### config.mk
export PLATFORM = sky130hd
export DESIGN_NAME = hatch_fetch_flat
export DESIGN_NICKNAME = d
export VERILOG_FILES = /design/src/rtl/hatch_fetch_if.sv /design/src/rtl/hatch_fetch.sv /design/src/flat_wrapper.sv
export SDC_FILE = /design/constraint.sdc
export NUM_CORES = 1
export LEC_CHECK = 0
export ABC_AREA = 1
export CAP_MARGIN = 25
export CORE_MARGIN = 5
export CORE_UTILIZATION = 30
export CTS_BUF_LIST = sky130_fd_sc_hd__clkbuf_8
export DETAILED_ROUTE_END_ITERATION = 6
export GPL_TIMING_DRIVEN = 1
export SLEW_MARGIN = 10
export SYNTH_ARGS = -nofsm -noshare
export SYNTH_HDL_FRONTEND = slang
export SYNTH_SLANG_ARGS = --single-unit
### constraint.sdc
create_clock -name clk -period 2.31 [get_ports clk]
set_input_delay 0.462 -clock clk [delete_from_list [all_inputs] [get_ports clk]]
set_output_delay 0.462 -clock clk [all_outputs]
set_load 0.005 [all_outputs]
### src/rtl/hatch_fetch_if.sv
// rtl/hatch_fetch_if.sv - CPU fetch port and program-memory byte port of hatch_fetch
interface hatch_fetch_if #(
  parameter int INSN_BYTES = 6
);
  logic                    hatch_req;
  logic [31:0]             hatch_address;
  logic [8*INSN_BYTES-1:0] hatch_instruction;
  logic                    hatch_valid;
  logic [31:0]             mem_addr;
  logic                    mem_rd;
  logic [7:0]              mem_rdata;
  logic                    mem_ack;

  // Fetch unit side
  modport slave (
    input  hatch_req, hatch_address, mem_rdata, mem_ack,
    output hatch_instruction, hatch_valid, mem_addr, mem_rd
  );

  // CPU and program-memory side
  modport master (
    output hatch_req, hatch_address, mem_rdata, mem_ack,
    input  hatch_instruction, hatch_valid, mem_addr, mem_rd
  );
endinterface

### src/rtl/hatch_fetch.sv
// rtl/hatch_fetch.sv - six-byte big-endian instruction fetch, optional prefetch buffer (HATCH_PREFETCH_EN)
module hatch_fetch #(
  parameter int INSN_BYTES = 6
) (
  input logic          clk,
  input logic          rst_b,
  hatch_fetch_if.slave bus
);
  localparam int       W    = 8 * INSN_BYTES;
  localparam logic [2:0] LAST = 3'(INSN_BYTES - 1);

  typedef enum logic [1:0] {
    IDLE     = 2'd0,
    DEMAND   = 2'd1,
    DELIVER  = 2'd2
`ifdef HATCH_PREFETCH_EN
    ,PREFETCH = 2'd3
`endif
  } state_t;

  state_t       state;
  logic [2:0]   k;
  logic [W-1:0] stage;
  logic [W-1:0] insn_q;
  logic         valid_q;
  logic [31:0]  addr_q;
  logic         rd_q;
  logic [W-1:0] word;

`ifdef HATCH_PREFETCH_EN
  logic [W-1:0] pf_buf;
  logic [31:0]  pf_tag;
  logic         pf_valid;
`endif

  assign bus.hatch_instruction = insn_q;
  assign bus.hatch_valid       = valid_q;
  assign bus.mem_addr          = addr_q;
  assign bus.mem_rd            = rd_q;

  // The last byte arrives straight from memory; the upper five are already staged
  assign word = {stage[W-1:8], bus.mem_rdata};

  // Fetch sequencer: demand fill, one-cycle delivery pulse, optional prefetch fill
  always_ff @(posedge clk or negedge rst_b) begin
    if (!rst_b) begin
      state   <= IDLE;
      k       <= '0;
      stage   <= '0;
      insn_q  <= '0;
      valid_q <= 1'b0;
      addr_q  <= '0;
      rd_q    <= 1'b0;
`ifdef HATCH_PREFETCH_EN
      pf_buf   <= '0;
      pf_tag   <= '0;
      pf_valid <= 1'b0;
`endif
    end else begin
      case (state)
        IDLE: begin
          if (bus.hatch_req) begin
`ifdef HATCH_PREFETCH_EN
            // Any request consumes or invalidates the buffer; next prefetch follows it
            pf_valid <= 1'b0;
            pf_tag   <= bus.hatch_address + 32'd6;
            if (pf_valid && pf_tag == bus.hatch_address) begin
              insn_q  <= pf_buf;
              valid_q <= 1'b1;
              state   <= DELIVER;
            end else begin
              addr_q <= bus.hatch_address;
              rd_q   <= 1'b1;
              k      <= '0;
              state  <= DEMAND;
            end
`else
            addr_q <= bus.hatch_address;
            rd_q   <= 1'b1;
            k      <= '0;
            state  <= DEMAND;
`endif
          end
        end

        DEMAND: begin
          if (bus.mem_ack) begin
            if (k == LAST) begin
              insn_q  <= word;
              valid_q <= 1'b1;
              rd_q    <= 1'b0;
              state   <= DELIVER;
            end else begin
              stage[8*(INSN_BYTES-1-int'(k)) +: 8] <= bus.mem_rdata;
              k      <= k + 3'd1;
              addr_q <= addr_q + 32'd1;
            end
          end
        end

        DELIVER: begin
          valid_q <= 1'b0;
`ifdef HATCH_PREFETCH_EN
          addr_q <= pf_tag;
          rd_q   <= 1'b1;
          k      <= '0;
          state  <= PREFETCH;
`else
          state  <= IDLE;
`endif
        end

`ifdef HATCH_PREFETCH_EN
        PREFETCH: begin
          // Nothing moves until the outstanding byte is acked, even when abandoning it
          if (bus.mem_ack) begin
            if (bus.hatch_req && bus.hatch_address != pf_tag) begin
              pf_valid <= 1'b0;
              pf_tag   <= bus.hatch_address + 32'd6;
              addr_q   <= bus.hatch_address;
              k        <= '0;
              state    <= DEMAND;
            end else if (k == LAST) begin
              rd_q <= 1'b0;
              if (bus.hatch_req) begin
                insn_q  <= word;
                valid_q <= 1'b1;
                pf_tag  <= pf_tag + 32'd6;
                state   <= DELIVER;
              end else begin
                pf_buf   <= word;
                pf_valid <= 1'b1;
                state    <= IDLE;
              end
            end else begin
              stage[8*(INSN_BYTES-1-int'(k)) +: 8] <= bus.mem_rdata;
              k      <= k + 3'd1;
              addr_q <= addr_q + 32'd1;
            end
          end
        end
`endif

        default: state <= IDLE;
      endcase
    end
  end
endmodule
### src/flat_wrapper.sv
// flat-port wrapper written by rule: the top's interface ports become plain ports
module hatch_fetch_flat 
#(
  parameter int INSN_BYTES = 6
)
  (clk, rst_b, bus_hatch_req, bus_hatch_address, bus_mem_rdata, bus_mem_ack, bus_hatch_instruction, bus_hatch_valid, bus_mem_addr, bus_mem_rd);
  hatch_fetch_if #(.INSN_BYTES(INSN_BYTES)) bus_i ();
  input logic clk;
  input logic rst_b;
  input wire logic [$bits(bus_i.hatch_req)-1:0] bus_hatch_req;
  input wire logic [$bits(bus_i.hatch_address)-1:0] bus_hatch_address;
  input wire logic [$bits(bus_i.mem_rdata)-1:0] bus_mem_rdata;
  input wire logic [$bits(bus_i.mem_ack)-1:0] bus_mem_ack;
  output wire logic [$bits(bus_i.hatch_instruction)-1:0] bus_hatch_instruction;
  output wire logic [$bits(bus_i.hatch_valid)-1:0] bus_hatch_valid;
  output wire logic [$bits(bus_i.mem_addr)-1:0] bus_mem_addr;
  output wire logic [$bits(bus_i.mem_rd)-1:0] bus_mem_rd;
  assign bus_i.hatch_req = bus_hatch_req;
  assign bus_i.hatch_address = bus_hatch_address;
  assign bus_i.mem_rdata = bus_mem_rdata;
  assign bus_i.mem_ack = bus_mem_ack;
  assign bus_hatch_instruction = bus_i.hatch_instruction;
  assign bus_hatch_valid = bus_i.hatch_valid;
  assign bus_mem_addr = bus_i.mem_addr;
  assign bus_mem_rd = bus_i.mem_rd;
  hatch_fetch #(.INSN_BYTES(INSN_BYTES)) u_core (.clk(clk), .rst_b(rst_b), .bus(bus_i));
endmodule
* Yosys cells after proc, flatten, opt, wreduce, memory -nomap -nowiden
Index checks and enable logic that the tools add are counted.
** Operators by class
- Equal/unequal tests :: 7
- $add $sub $neg :: 4
- Reduce and logical (&&, ||, !) cells :: 9
- Bitwise gates (word level) :: 1
- Shifts and indexed selects :: 2
- Mux-type cells :: 20
** Operator list (count)
- 2-to-1 mux 32 bit :: 3
- case mux 32 bit (2 select lines) :: 1
- bitwise mux 48 bit :: 1
- variable shift 8 x 33 -> 48 bit (first input constant) :: 1
- indexed part select 8 x 33 -> 48 bit :: 1
- negation 32 -> 33 bit :: 1
- adder 32 x 1 -> 32 bit (second input constant) :: 1
- AND reduction 3 bit :: 4
- 2-to-1 mux 3 bit :: 3
- AND reduction 4 bit :: 2
- 2-to-1 mux 2 bit :: 3
- != test 2 bit (second input constant) :: 3
- case mux 3 bit (2 select lines) :: 1
- 2-to-1 mux 1 bit :: 5
- case mux 1 bit (2 select lines) :: 2
- case mux 2 bit (2 select lines) :: 1
- nonzero test 2 bit :: 2
- subtractor 3 x 3 -> 4 bit (first input constant) :: 1
- adder 3 x 1 -> 3 bit (second input constant) :: 1
- == test 3 bit (second input constant) :: 1
- == test 2 x 1 -> 1 bit (second input constant) :: 1
- == test 2 bit (second input constant) :: 1
- zero test 2 bit :: 1
- != test 2 x 1 -> 1 bit (second input constant) :: 1
- NOT 1 bit :: 1
** Storage, ports and cells
- Input bits :: 44
- Logic and storage cells :: 50
- Register bits after elaboration :: 135

* Logic depth before layout (Yosys ltp)
- Depth after elaboration :: 4
- Mapped depth :: 12
- Gate-level depth less buffers :: 11

* Worst setup path after synthesis
No wires, ideal clock.
- Kind :: reg-to-reg
- Start :: reg u_core.k[1]
- End :: reg u_core.stage[15]
- Buffers on the path :: 1
- Data required time :: 2.188 ns
- Stages on the path, launching flop included :: 10
- Slack :: 0.094 ns
- Arrival time :: 2.094 ns
- Cell sequence :: dfrtp_1 -> inv_1 -> ha_1 -> inv_1 -> fa_1 -> nor2_1 -> nand3_4 -> buf_4 -> nand2_1 -> o21ai_1
** Between the ends
- Word-level cells in the longest chain between the ends :: 4
** Ends and longest elaborated chain
- from (decl) :: line hatch_fetch.sv:22 : logic [2:0] k;
- from (signal assigned) :: line hatch_fetch.sv:95 : k <= k + 3'd1;
- subtractor 3 x 3 -> 4 bit :: line hatch_fetch.sv:94 : stage[8*(INSN_BYTES-1-int'(k)) +: 8] <= bus.mem_rdata;
- negation 32 -> 33 bit :: line hatch_fetch.sv:94
- indexed part select 8 x 33 -> 48 bit / variable shift 8 x 33 -> 48 bit (equally long branches) :: line hatch_fetch.sv:94
- bitwise mux 48 bit :: line hatch_fetch.sv:94
- to (signal, indexed assignment) :: line hatch_fetch.sv:94
- to (decl) :: line hatch_fetch.sv:23 : logic [W-1:0] stage;
Parallel ways exist; a longest one is shown, timed or not.
A chain may end at the register's enable or synchronous reset.

* Worst setup path after layout
- Start :: reg u_core.k[1]
- End :: reg u_core.stage[29]
The elaborated chain is that of the path after synthesis.

==> summary.md <==
The run finished with clean final reports. TritonCTS built the clock tree. The largest total area in the synthesized netlist belongs to dfrtp_1. The number of enable-type register cells in the synthesized netlist was 0; the proportion of layout cells with a drive suffix above 1 was 0.0814. The tree is rooted in a clkbuf_8. In this design, the largest share of critical-path delay is due to adder cells. The initial cell density of the core came out at 0.301.

In this run, CTS created clock tree buffers numbering 17. The core region is 0.0216 mm². The H-tree was split into 4 levels. The run gives 0.191 as the clock share of power. In the post-synthesis netlist, the biggest area contributors are dfrtp_1 49%, nand2_1 17%, nor2_1 6.9%. The logs give 0.000490 V for the peak ir drop on the vdd network and 0.877 for the final RePlAce weighted congestion.

STA classifies the critical path startpoint as a flip-flop. The number of hold buffers added after CTS was 0; the area share of xor/xnor cells in the synthesized design was 0.00404. The largest single stage delay on the critical path is 0.54 ns.

After layout, the worst setup slack is 0.172 ns. The path class of the tightest hold or removal check is primary input to async pin. The floorplan has 54 rows. The source-to-sink clock delay at the later pin of the worst-skew pair came out at 0.44 ns. The tools report the total net switching power as 0.00460 W. The analysis attributes to cell leakage a power of 4.06 nW. In the final routed layout, each cell accounts on average for 14.5 µm.

The internal portion of the total power is 0.00641 W. On the final layout, the worst clock skew is 0.0156 ns. Die span in y: 157 µm.

The power density normalized to cell area was 1290 mW/mm²; the number of clock sinks seen by CTS was 127. The pre-CTS worst setup slack was -0.0694 ns. Count of buffer and inverter cells on the critical path: 4.

Number of register bits inferred by synthesis: 127. The fraction of registers with async set or reset after synthesis was 1.00; the data arrival time of the worst path was 2.47 ns. For the total wire length, the log shows 18.7 mm.

The cell count of the worst reg-to-reg path was 9; the simple-gate share of the synthesized area was 0.308. The sequential fraction of design power was 0.351; the overall track demand over capacity in global routing was 0.151. Synthesis produced a netlist whose cell count is 864. The synthesized area per cell is 7.54 µm², and the share of synthesized area occupied by flip-flops and latches is 0.488. Number of cells after detailed placement: 1252. The synthesized-area fraction occupied by ao, oa, aoi and oai cells was 0.0980.

The cell area that synthesis handed to floorplanning was 0.00651 mm². The run gives 278 as the number of design-rule violations left by the first detailed-router iteration. The signal on the critical path passes through inv_2, ha_1, inv_1, fa_1, nor2_1, buf_4, nand3_4, o21ai_1, inv_1.

After synthesis, the largest family of logic cells by area is simple AND/OR/NAND/NOR gates. The part of the cycle the worst path needs was 0.926; the count of non-filler cells in the finished layout was 1287. The number of antenna violations at the first check in global routing is 0, and the mux cell area share after synthesis is 0. Among all cell types in the netlist, the one instantiated most often is nand2_1. Ranked by instance count, the synthesized netlist is headed by 289 x nand2_1, 127 x dfrtp_1, 120 x nor2_1, 95 x inv_1, 57 x o21ai_0. The shortest clock period the worst path allows after layout is 2.14 ns, and the worst-case headroom to the max-slew limit is 0.549.

After clock tree synthesis, the clock-pin slew on the worst setup and hold paths is 0.09 ns. For this run, the leading register cell type out of synthesis is dfrtp_1. No sink is reached through more buffers than the 2 on the longest clock path. The area share of fa/ha/maj cells after synthesis was 0.0184. The worst reg2reg path endpoint is u_core.stage[29]. For the first-pass detailed-route iteration total, the log shows 5.

The setup check on the worst reg-to-reg path leaves a slack of 0.17 ns. After global routing the overflow that remains totals 0. The worst setup path is of the flip-flop to flip-flop kind. The combinational cell fraction of total power is 0.458. Width of the die: 157 µm. STA classifies the critical path endpoint as a flip-flop.

The final hold violation count is 0. For the post-route core utilization, the log shows 0.396. The number of global-route vias before repair was 5684; the number of setup violations in the final report was 0. The fraction of synthesized cell area taken by the top area cell type came out at 0.488. Setup repair after global routing left no endpoint under its margin. The number of nets with antenna violations after routing came out at 0.

The highest-delay cell along the critical path is fa_1. The run gives 0 as the DRC violation count after routing. Overall die area: 0.0248 mm². The logs give 13.2 mm for the detailed-placement wirelength estimate and 1047 for the number of nets in the final layout.

For this design the top-level I/O count stands at 126. The pin count of the biggest net entering global routing was 68; the average via count per standard cell was 4.53. The tools report the number of diodes as 0. The cell type with the highest occurrence count on the critical path is inv_1. Timing would allow up to 0.468 GHz. During synthesis, Yosys emitted a total of 0 warnings. The worst register-to-register path begins at u_core.k[1]. The logs give 917 for the synthesized netlist net count and 34 for the post-synthesis cell type count. The first global-routing pass estimated 29.7 mm of wire.

Growth of design area from synthesis to finish: 31.5%. Detailed routing inserted a total of 5825 vias. After layout, the design draws a total of 0.0110 W.

The switching fraction of total power is 0.418. The tools report the number of max-slew violations in the final report as 0. At the pin with the least slew margin, the transition time is 0.676 ns.

Across the run, the number of max-cap violations was 0. The maximum fanout encountered on the critical timing path came out at 16. Data on the critical path is required at its endpoint by 2.64 ns. The number of I/O port buffers works out to 125.
## layout make-up
type	instances	area, µm²
clock buffer	17	234
clock inverter	15	184
fill	2256	13100
inverter	99	372
multi-input combinational	609	2840
sequential	127	3180
tap	280	350
timing repair buffer	140	1400
## power groups by stage
stage	logic [W]	registers, W	clock network [W]
2_1_floorplan	0.00295	0.00373	0
3_3_place_gp	0.00484	0.00388	0
3_5_place_dp	0.00493	0.00389	0
4_1_cts	0.00499	0.00386	0.00215
5_1_grt	0.00570	0.00400	0.00224
6_report	0.00504	0.00387	0.00210
## through the flow
step / hold slack, ns / setup TNS, ns / area, µm²
after floorplan: 0.166 / 0 / 6510
after global placement: 0.464 / 0 / 8080
after detailed placement: 0.463 / -0.254 / 8080
after CTS: 0.00205 / 0 / 8510
after global routing: 0.0177 / 0 / 8560
final: 0.0118 / 0 / 8560
## flip-flops by register name (all words and copies together) (netlist names)
register and flops:
u_core.stage 40, u_core.bus.hatch_instruction 48, u_core.bus.mem_rd 1, u_core.state 2
u_core.bus.hatch_valid 1, u_core.bus.mem_addr 32, u_core.k 3
## how the worst max path moves through the flow
stage                            from          endpoint  slack, ns  depth (start not counted)
final                     u_core.k[1]  u_core.stage[29]       0.17                          9
after global routing      u_core.k[1]  u_core.stage[30]       0.02                          9
after CTS                 u_core.k[1]  u_core.stage[22]       0.05                          8
after detailed placement  u_core.k[1]  u_core.stage[41]      -0.07                          9
after global placement    u_core.k[1]  u_core.stage[47]       0.03                          9
after floorplan           u_core.k[1]  u_core.stage[15]       0.09                          9
## metal layers
metal / vias to the layer above / track usage / routed length, µm
li1: 2970 / - / -
met1: 2659 / 0.202 / 8530
met2: 182 / 0.245 / 8560
met4: 0 / 0.0311 / 197
met5: - / 0 / 0
met3: 14 / 0.0443 / 1410
## cell usage in the layout (no fill, tap or decap), types with 2 or more instances in the layout
| master | instances |
|---|---|
| a21o_1 | 2 |
| a21oi_1 | 12 |
| o21ai_0 | 57 |
| nand2_1 | 287 |
| bufinv_16 | 3 |
| nand4_1 | 2 |
| inv_2 | 4 |
| dfrtp_1 | 127 |
| nand3_1 | 41 |
| clkinv_4 | 3 |
| inv_1 | 96 |
| a21oi_2 | 13 |
| nor2_2 | 3 |
| buf_4 | 13 |
| nor3_1 | 17 |
| clkdlybuf4s50_1 | 124 |
| a31oi_1 | 2 |
| nor2_8 | 2 |
| clkbuf_8 | 17 |
| ha_1 | 8 |
| nand3_4 | 6 |
| inv_6 | 6 |
| o21ai_1 | 23 |
| xnor2_1 | 2 |
| nand2_2 | 3 |
| buf_12 | 3 |
| nor2_1 | 118 |
| o32ai_1 | 2 |
## logic make-up (layout without fill, tap and decap cells)
logic type	Yosys count	count (layout)
simple gates	481	483
xor+xnor	3	3
fa+ha+maj	9	9
flops	127	127
compound gates	114	114
buf+inv	130	271
## what timing repair did
| item | CTS | global route |
|---|---|---|
| resized for setup | 0 | 8 |
| buffers inserted | 1 | 0 |
| setup endpoints to repair | 16 | 34 |
| pin swaps | 1 | 0 |
| endpoints found under the hold margin | 0 | 0 |
| cloned | 0 | 2 |
Note: power is estimated with default switching activity, not from simulation.
